`src/rtl/sand_ram_write_arbiter.sv`:
```
// rtl/sand_ram_write_arbiter.sv - mirrored RAM/VRAM write-port arbiter with built-in clear sweep
//
// Purpose:
//   Shares one write port between the physics engine and the brush. The
//   registered wr_* port feeds both the game-state RAM and the VRAM, so both
//   memories always hold identical contents. A clear engine sweeps every
//   pixel address 0..NUM_PIXELS-1 with CLEAR_VALUE.
//
// Ports:
//   clk_i, reset_i                   clock, asynchronous active-low reset
//   phys_req_i/addr_i/data_i         physics write request, phys_gnt_o grant (comb)
//   brush_req_i/addr_i/data_i        brush write request, brush_gnt_o grant (comb)
//   clear_i                          single-cycle clear start pulse
//   clear_busy_o                     high while the sweep runs
//   clear_done_o                     pulse alongside the final sweep write
//   addr_err_o                       pulse: an accepted write was out of range and dropped
//   wr_en_o, wr_address_o, wr_data_o registered write port, 1 cycle after the handshake
//
// Configuration macro:
//   BRUSH_PRIORITY_EN  defined: brush always beats physics on a tie.
//                      undefined: round-robin on a tie.

module sand_ram_write_arbiter #(
  parameter int unsigned           ADDR_WIDTH  = 19,
  parameter int unsigned           DATA_WIDTH  = 1,
  parameter int unsigned           NUM_PIXELS  = 307200,
  parameter logic [DATA_WIDTH-1:0] CLEAR_VALUE = '0
) (
  input  logic                  clk_i,
  input  logic                  reset_i,
  input  logic                  phys_req_i,
  input  logic [ADDR_WIDTH-1:0] phys_addr_i,
  input  logic [DATA_WIDTH-1:0] phys_data_i,
  output logic                  phys_gnt_o,
  input  logic                  brush_req_i,
  input  logic [ADDR_WIDTH-1:0] brush_addr_i,
  input  logic [DATA_WIDTH-1:0] brush_data_i,
  output logic                  brush_gnt_o,
  input  logic                  clear_i,
  output logic                  clear_busy_o,
  output logic                  clear_done_o,
  output logic                  addr_err_o,
  output logic                  wr_en_o,
  output logic [ADDR_WIDTH-1:0] wr_address_o,
  output logic [DATA_WIDTH-1:0] wr_data_o
);

  typedef enum logic {
    ST_IDLE  = 1'b0,
    ST_CLEAR = 1'b1
  } state_t;

  // One extra bit so the range compare also works when NUM_PIXELS == 2**ADDR_WIDTH.
  localparam logic [ADDR_WIDTH:0]   PIX_LIMIT = (ADDR_WIDTH+1)'(NUM_PIXELS);
  localparam logic [ADDR_WIDTH-1:0] LAST_ADDR = ADDR_WIDTH'(NUM_PIXELS - 1);

  state_t                  state_q, state_d;
  logic [ADDR_WIDTH-1:0]   cnt_q, cnt_d;
`ifndef BRUSH_PRIORITY_EN
  logic                    last_brush_q, last_brush_d;  // 1: brush was granted last
`endif
  logic                    wr_en_q, wr_en_d;
  logic [ADDR_WIDTH-1:0]   wr_addr_q, wr_addr_d;
  logic [DATA_WIDTH-1:0]   wr_data_q, wr_data_d;
  logic                    done_q, done_d;
  logic                    err_q, err_d;

  logic                    phys_gnt, brush_gnt;
  logic [ADDR_WIDTH-1:0]   sel_addr;
  logic [DATA_WIDTH-1:0]   sel_data;

  always_ff @(posedge clk_i or negedge reset_i) begin
    if (!reset_i) begin
      state_q      <= ST_IDLE;
      cnt_q        <= '0;
`ifndef BRUSH_PRIORITY_EN
      last_brush_q <= 1'b1;  // physics wins the first tie
`endif
      wr_en_q      <= 1'b0;
      wr_addr_q    <= '0;
      wr_data_q    <= '0;
      done_q       <= 1'b0;
      err_q        <= 1'b0;
    end else begin
      state_q      <= state_d;
      cnt_q        <= cnt_d;
`ifndef BRUSH_PRIORITY_EN
      last_brush_q <= last_brush_d;
`endif
      wr_en_q      <= wr_en_d;
      wr_addr_q    <= wr_addr_d;
      wr_data_q    <= wr_data_d;
      done_q       <= done_d;
      err_q        <= err_d;
    end
  end

  always_comb begin
    state_d      = state_q;
    cnt_d        = cnt_q;
`ifndef BRUSH_PRIORITY_EN
    last_brush_d = last_brush_q;
`endif
    wr_en_d      = 1'b0;
    wr_addr_d    = wr_addr_q;
    wr_data_d    = wr_data_q;
    done_d       = 1'b0;
    err_d        = 1'b0;
    phys_gnt     = 1'b0;
    brush_gnt    = 1'b0;
    sel_addr     = '0;
    sel_data     = '0;

    case (state_q)
      ST_IDLE: begin
        if (clear_i) begin
          // Clear wins over any request; stalled requesters keep asking.
          state_d = ST_CLEAR;
          cnt_d   = '0;
        end else begin
`ifdef BRUSH_PRIORITY_EN
          brush_gnt = brush_req_i;
          phys_gnt  = phys_req_i & ~brush_req_i;
`else
          if (phys_req_i && brush_req_i) begin
            phys_gnt  = last_brush_q;
            brush_gnt = ~last_brush_q;
          end else begin
            phys_gnt  = phys_req_i;
            brush_gnt = brush_req_i;
          end
`endif
          if (phys_gnt || brush_gnt) begin
            sel_addr = brush_gnt ? brush_addr_i : phys_addr_i;
            sel_data = brush_gnt ? brush_data_i : phys_data_i;
`ifndef BRUSH_PRIORITY_EN
            last_brush_d = brush_gnt;
`endif
            // Out-of-range writes still complete the handshake but never reach the RAMs.
            if ({1'b0, sel_addr} < PIX_LIMIT) begin
              wr_en_d   = 1'b1;
              wr_addr_d = sel_addr;
              wr_data_d = sel_data;
            end else begin
              err_d = 1'b1;
            end
          end
        end
      end

      ST_CLEAR: begin
        wr_en_d   = 1'b1;
        wr_addr_d = cnt_q;
        wr_data_d = CLEAR_VALUE;
        if (cnt_q == LAST_ADDR) begin
          done_d  = 1'b1;
          state_d = ST_IDLE;
          cnt_d   = '0;
        end else begin
          cnt_d = cnt_q + ADDR_WIDTH'(1);
        end
      end

      default: begin
        state_d = ST_IDLE;
        cnt_d   = '0;
      end
    endcase
  end

  // Grants are masked by reset so every output reads 0 while reset is held.
  assign phys_gnt_o   = phys_gnt & reset_i;
  assign brush_gnt_o  = brush_gnt & reset_i;
  assign clear_busy_o = (state_q == ST_CLEAR);
  assign clear_done_o = done_q;
  assign addr_err_o   = err_q;
  assign wr_en_o      = wr_en_q;
  assign wr_address_o = wr_addr_q;
  assign wr_data_o    = wr_data_q;

endmodule
```
`config.mk`:
```
export PLATFORM = sky130hd
export DESIGN_NAME = sand_ram_write_arbiter
export DESIGN_NICKNAME = d
export VERILOG_FILES = /design/src/rtl/sand_ram_write_arbiter.sv
export SDC_FILE = /design/constraint.sdc
export NUM_CORES = 1
export LEC_CHECK = 0
export CAP_MARGIN = 30
export CORE_MARGIN = 5
export CORE_UTILIZATION = 48
export CTS_BUF_LIST = sky130_fd_sc_hd__clkbuf_16
export DETAILED_ROUTE_END_ITERATION = 10
export PLACE_DENSITY = 0.87
export SYNTH_ARGS = -nofsm -noshare
export SYNTH_HDL_FRONTEND = slang
export SYNTH_SLANG_ARGS = --single-unit
```
`constraint.sdc`:
```
create_clock -name clk_i -period 2.45 [get_ports clk_i]
set_input_delay 0.49 -clock clk_i [delete_from_list [all_inputs] [get_ports clk_i]]
set_output_delay 0.49 -clock clk_i [all_outputs]
set_load 0.005 [all_outputs]
```
==> summary.md <==
| Metric | Value |
|---|---|
| Status | finished clean |
| Final design area excluding fillers | 3520 um2 |
| Worst path cell trace | clkdlybuf4s50_1 > a21boi_1 > and3_1 > clkdlybuf4s50_1 |
| Clock Latency Late Sink | 280 ps |
| Initial antenna violation count | 0 |
| Gr usage total | 22.6% |
| Core Region | 5070 um2 |
| Clock sink count | 44 |
| WP data arrival | 1910 ps |
| Detailed-route DRC error count | 0 |
| Initial Util | 49.4% |
| Critical Path Source Type | input pin |
| Critical Path Sink Type | output pin |
| Hold Crit Class | in2async |
| Layout cell share with drive strength beyond 1 | 13.3% |
| Placed cell area | 3340 um2 |
| PwrDens | 750 nW/um2 |
| Net switching power | 823 uW |
| Leakage | 1.51 nW |
| PortBufs | 70 |
| Peak VDD IR | 0.434 mV |
| Setup TNS | 0 ps |
| Die Y | 82.3 um |
| CP required | 1960 ps |
| DP HPWL | 4940 um |
| Site row count | 26 |
| Antenna Nets Post-Route | 0 |
| Drt pass-1 iters | 10 |
| Reg-to-reg slack, setup | 460 ps |
| Synthesized area per cell | 8.47 um2 |
| Largest area contributor in the netlist | dfrtp_1 |
| CTS tree | built |
| Area fraction of the dominant cell type after synthesis | 42.9% |
| Syn Nets | 342 |
| Post-synthesis sequential area ratio | 44.0% |
| Number of global-route vias before repair | 2418 |
| Area delta synth->final | 40.5% |
| Period Utilization, post-route | 98.0% |
| Max incr delay on CP | 510 ps |
| Crit-path max FO | 4 |
| Routed vias | 2521 |
| CP delay by family, top | buffers and inverters |
| CTS resizes | 0 |
| Synth cell types | 48 |
| Hold buffers post-CTS | 0 |
| Most common cell in the netlist | nand2_1 |
| Layout Skew | 4.87 ps |
| Most common library cells after synthesis | nand2_1 (69), dfrtp_1 (43), nor2_1 (24), o21ai_0 (24), a31o_2 (17) |
| Measured slew at the worst slew-check pin | 650 ps |
| Slew headroom | 56.2% |
| CP bufs+invs | 2 |
| Util after Layout | 69.4% |
| Maximum clock rate | 417 MHz |
| Largest net degree at the start of global routing | 44 |
| Post-CTS setup repair buffer count | 0 |
| Yosys reg bits | 44 |
| Top Ports | 71 |
| RD Place Congestion | 0.907 |
| Flop pwr share | 42.9% |
| Tmin final | 2400 ps |
| Synth top area cells | dfrtp_1 (43%), nand2_1 (10%), a31o_2 (5.9%) |
| Logic pwr share | 28.1% |
| Placed Cells | 430 |
| # diodes | 0 |
| CP most frequent cell | clkdlybuf4s50_1 |
| CP max stage cell | clkdlybuf4s50_1 |
| YS warnings | 0 |
| Cells after synthesis | 296 |
| Post-synth EDFFs | 0 |
| Wire per inst | 16.3 um |
| Chip width | 82.3 um |
| Vias per cell | 5.74 |
| Final nets | 414 |
| Die Area | 6770 um2 |
| Max-slew violations | 0 |
| Sw frac | 31.2% |
| Netlist Area Pre-Place | 2510 um2 |
| DR iter-0 viols | 164 |
| Total gr overflow | 0 |
| Final Power | 2.64 mW |
| Total of max-cap violations | 0 |
| Finish-stage setup viols | 0 |
| Int Power | 1.82 mW |
| Final hold viol count | 0 |
| RSZ-0062 raised after global routing | false |
| First-pass GRT wire length | 11800 um |
| H-Tree Level Count | 2 |
| Clk buf depth | 2 |
| Total CTS buffers | 5 |
| Root Driver | clkbuf_16 |
| Post-synth ARST share | 100% |
| Non-Filler Instances | 439 |
| Critical Setup Path Class | in2out |
| Worst-path clk slew | 60 ps |
| Clock network power share | 29.1% |
| Top FF cell, synth | dfrtp_1 |
| Total Wirelength | 7160 um |
## worst register-to-register path, cell delays in order (launching register included)
cell	delay (ps)
dfstp_2	570
a21bo_1	240
mux2i_1	170
nor4_4	430
buf_12	210
a31o_2	170
o21ai_0	90
## layer usage
metal | wire length [um] | global-route usage [%] | vias to the layer above | part of all wire [%]
met5 | 0 | 0 | - | 0
met4 | 89 | 5.98 | 0 | 1.2
met3 | 460 | 4.66 | 12 | 6.4
met2 | 3570 | 38.5 | 97 | 50
met1 | 3040 | 29.2 | 1207 | 42
li1 | - | - | 1205 | -
## final timing paths
check,cells past startpoint,start,to
max in group asynchronous,2,reset_i,last_brush_q
hold reg to reg,1,cnt_q[6],cnt_q[6]
min in group clk_i,1,cnt_q[6],cnt_q[6]
setup / recovery,4,brush_req_i,brush_gnt_o
setup reg to reg,6,last_brush_q,wr_address_o[6]
hold / removal,1,reset_i,wr_data_o
## kinds of logic after synthesis
kind of cell | share of synthesized area, %
xor+xnor | 0.699
buf+inv | 4.34
compound gates | 22.8
mux | 2.05
simple gates | 25.6
flops | 44.0
fa+ha+maj | 0.499
## cell type report
type	count	area, um2
clock buffers	5	125
well taps	70	87.6
fillers	398	1550
clock inverters	3	46.3
multi-input cells	228	1310
repair buffers	85	841
inverters	4	15.0
flip-flops and latches	44	1100
## power groups by stage
| stage | Combinational (mW) | Sequential, mW | Clock, mW |
|---|---|---|---|
| 5_1_grt | 0.822 | 1.16 | 0.812 |
| 6_report | 0.741 | 1.13 | 0.767 |
| 3_5_place_dp | 0.732 | 1.13 | 0 |
| 4_1_cts | 0.744 | 1.12 | 0.782 |
| 2_1_floorplan | 0.372 | 1.08 | 0 |
| 3_3_place_gp | 0.715 | 1.12 | 0 |
## through the flow
stage / worst slack (ps) / hold WS, ps
after CTS: 33.7 / 8.34
after global placement: 20.0 / 311
after global routing: 20.0 / 6.08
final: 49.7 / 11.3
after detailed placement: -29.5 / 310
after floorplan: 547 / 194
## state kept, by name (all words and copies together) (netlist names)
| register | count |
|---|---|
| cnt_q | 19 |
| wr_en_o | 1 |
| addr_err_o | 1 |
| clear_done_o | 1 |
| last_brush_q | 1 |
| wr_data_o | 1 |
| wr_address_o | 19 |
| clear_busy_o | 1 |
## layout by cell type, fill, tap and decap left out, types with 3 or more instances in the layout
master and instances:
nand3_1 9, a41oi_1 4, a22o_1 4, dfrtp_1 43, buf_4 12, and3_1 4
nor2b_1 3, nand4_1 6, a21oi_1 11, mux2i_1 4, clkdlybuf4s50_1 69, o21ai_0 24
o21ai_1 3, a31oi_1 10, clkbuf_16 5, a31o_2 17, nand2_1 69, nor2_1 24
inv_1 4, nand2b_1 4
No activity file was read; power rests on OpenSTA's default activity.
==> variant (config.mk and constraints unchanged) <==
Register the output `addr_err_o` once more, cleared by the reset; this adds one clock of latency there. The other outputs are not delayed to match.
--- a/src/rtl/sand_ram_write_arbiter.sv
+++ b/src/rtl/sand_ram_write_arbiter.sv
@@ -174,5 +174,11 @@
   assign clear_busy_o = (state_q == ST_CLEAR);
   assign clear_done_o = done_q;
-  assign addr_err_o   = err_q;
+  always_ff @(posedge clk_i or negedge reset_i) begin
+    if (!reset_i) begin
+      addr_err_o <= '0;
+    end else begin
+      addr_err_o <= err_q;
+    end
+  end
   assign wr_en_o      = wr_en_q;
   assign wr_address_o = wr_addr_q;
Check against the original RTL: not equivalent (Yosys sat finds a counterexample within 4 cycles, from zero or initial values and one cycle with reset_i low).
==> variant against the unedited design <==
  * Total power is 5.8% lower
  * First-iteration DRC count rose by 34%
  * Wire length grew 18%
  * Clock skew about the same
  * Final area up 13%
  * Fmax rose by 3.5%
  * Non-clock buffer count increased by 5
  * Count of clock-buffer cells in the layout stayed put
  * Sequential cell count grew 1
  * Synthesized area is 19% higher
  * Sequential power decreased by 4%
  * Setup slack gained 82 ps
==> variant: results (changes against the unedited design) <==
[metrics] setup slack of the worst register-to-register path: 480 ps (was 460 ps)
[metrics] drt initial violations: 219 (was 164)
[metrics] destination of the worst register-to-register timing path: wr_address_o[3] (was wr_address_o[6])
[metrics] Hold Worst Slack: 322.4 ps (was 11.32 ps)
[metrics] clk sink count: 45 (was 44)
[metrics] Buffers excl. clock: 90 (was 85)
[metrics] core region area: 5991 um2 (was 5075 um2)
[metrics] number of global-route vias before repair: 2793 (was 2418)
[metrics] number of optimization iterations in the first detailed-route pass: 4 (was 10)
[metrics] wire length of the first global-routing pass: 13.69 mm (was 11.79 mm)
[metrics] crit path from: clear_i (was brush_req_i)
[metrics] Critical Path End: phys_gnt_o (was brush_gnt_o)
[metrics] transition time at the pin with the least slew margin: 590.3 ps (was 650.4 ps)
[metrics] DP Wirelength: 6.114 mm (was 4.941 mm)
[metrics] Cells after Synth: 317 (was 296)
[metrics] GRT Resource Usage Total: 22.21% (was 22.65%)
[metrics] synth unique cells: 58 (was 48)
[metrics] number of multi-input combinational cells in the layout: 242 (was 228)
[metrics] footprint of the flip-flops and latches: 1129 um2 (was 1102 um2)
[metrics] cell count after placement: 457 (was 430)
[metrics] run status: finished, final reports clean (unchanged)
[metrics] fraction of area in multi-input gates: 43.28% (was 37.05%)
[metrics] data arrival time at the worst-slack endpoint: 1830 ps (was 1910 ps)
[metrics] largest net degree at the start of global routing: 46 (was 44)
[metrics] vias after detailed routing: 2890 (was 2521)
[metrics] post-cts sizing count: 1 (was 0)
[metrics] layout cells sized above 1: 12.82% (was 13.28%)
[metrics] core occupancy in the finished layout: 66.17% (was 69.40%)
==> variant: logic make-up after synthesis <==
group / count (synthesis) / share of synthesized area [%]
AO/OA/AOI/OAI: 92 / 26.12
adder cells (fa/ha/maj): 1 / 0.4192
buffers and inverters: 30 / 5.241
flip-flops: 45 / 37.78
multiplexers: 19 / 6.666
AND/OR/NAND/NOR: 130 / 23.77
==> variant: routing by layer <==
| layer | wire [um] | vias to the layer above | track usage [%] | share of wire (%) |
|---|---|---|---|---|
| met3 | 631 | 11 | 3.445 | 7.5 |
| met4 | 76 | 0 | 4.670 | 0.90 |
| met5 | 0 | - | 0 | 0 |
| met1 | 3507 | 1379 | 29.52 | 42 |
| li1 | - | 1378 | - | - |
| met2 | 4224 | 122 | 38.26 | 50 |
==> variant: where the power goes <==
group / total [mW] / switching (mW) / internal [mW]
logic: 0.713 / 0.316 / 0.397
clock network: 0.680 / 0.300 / 0.380
registers: 1.09 / 0.189 / 0.905
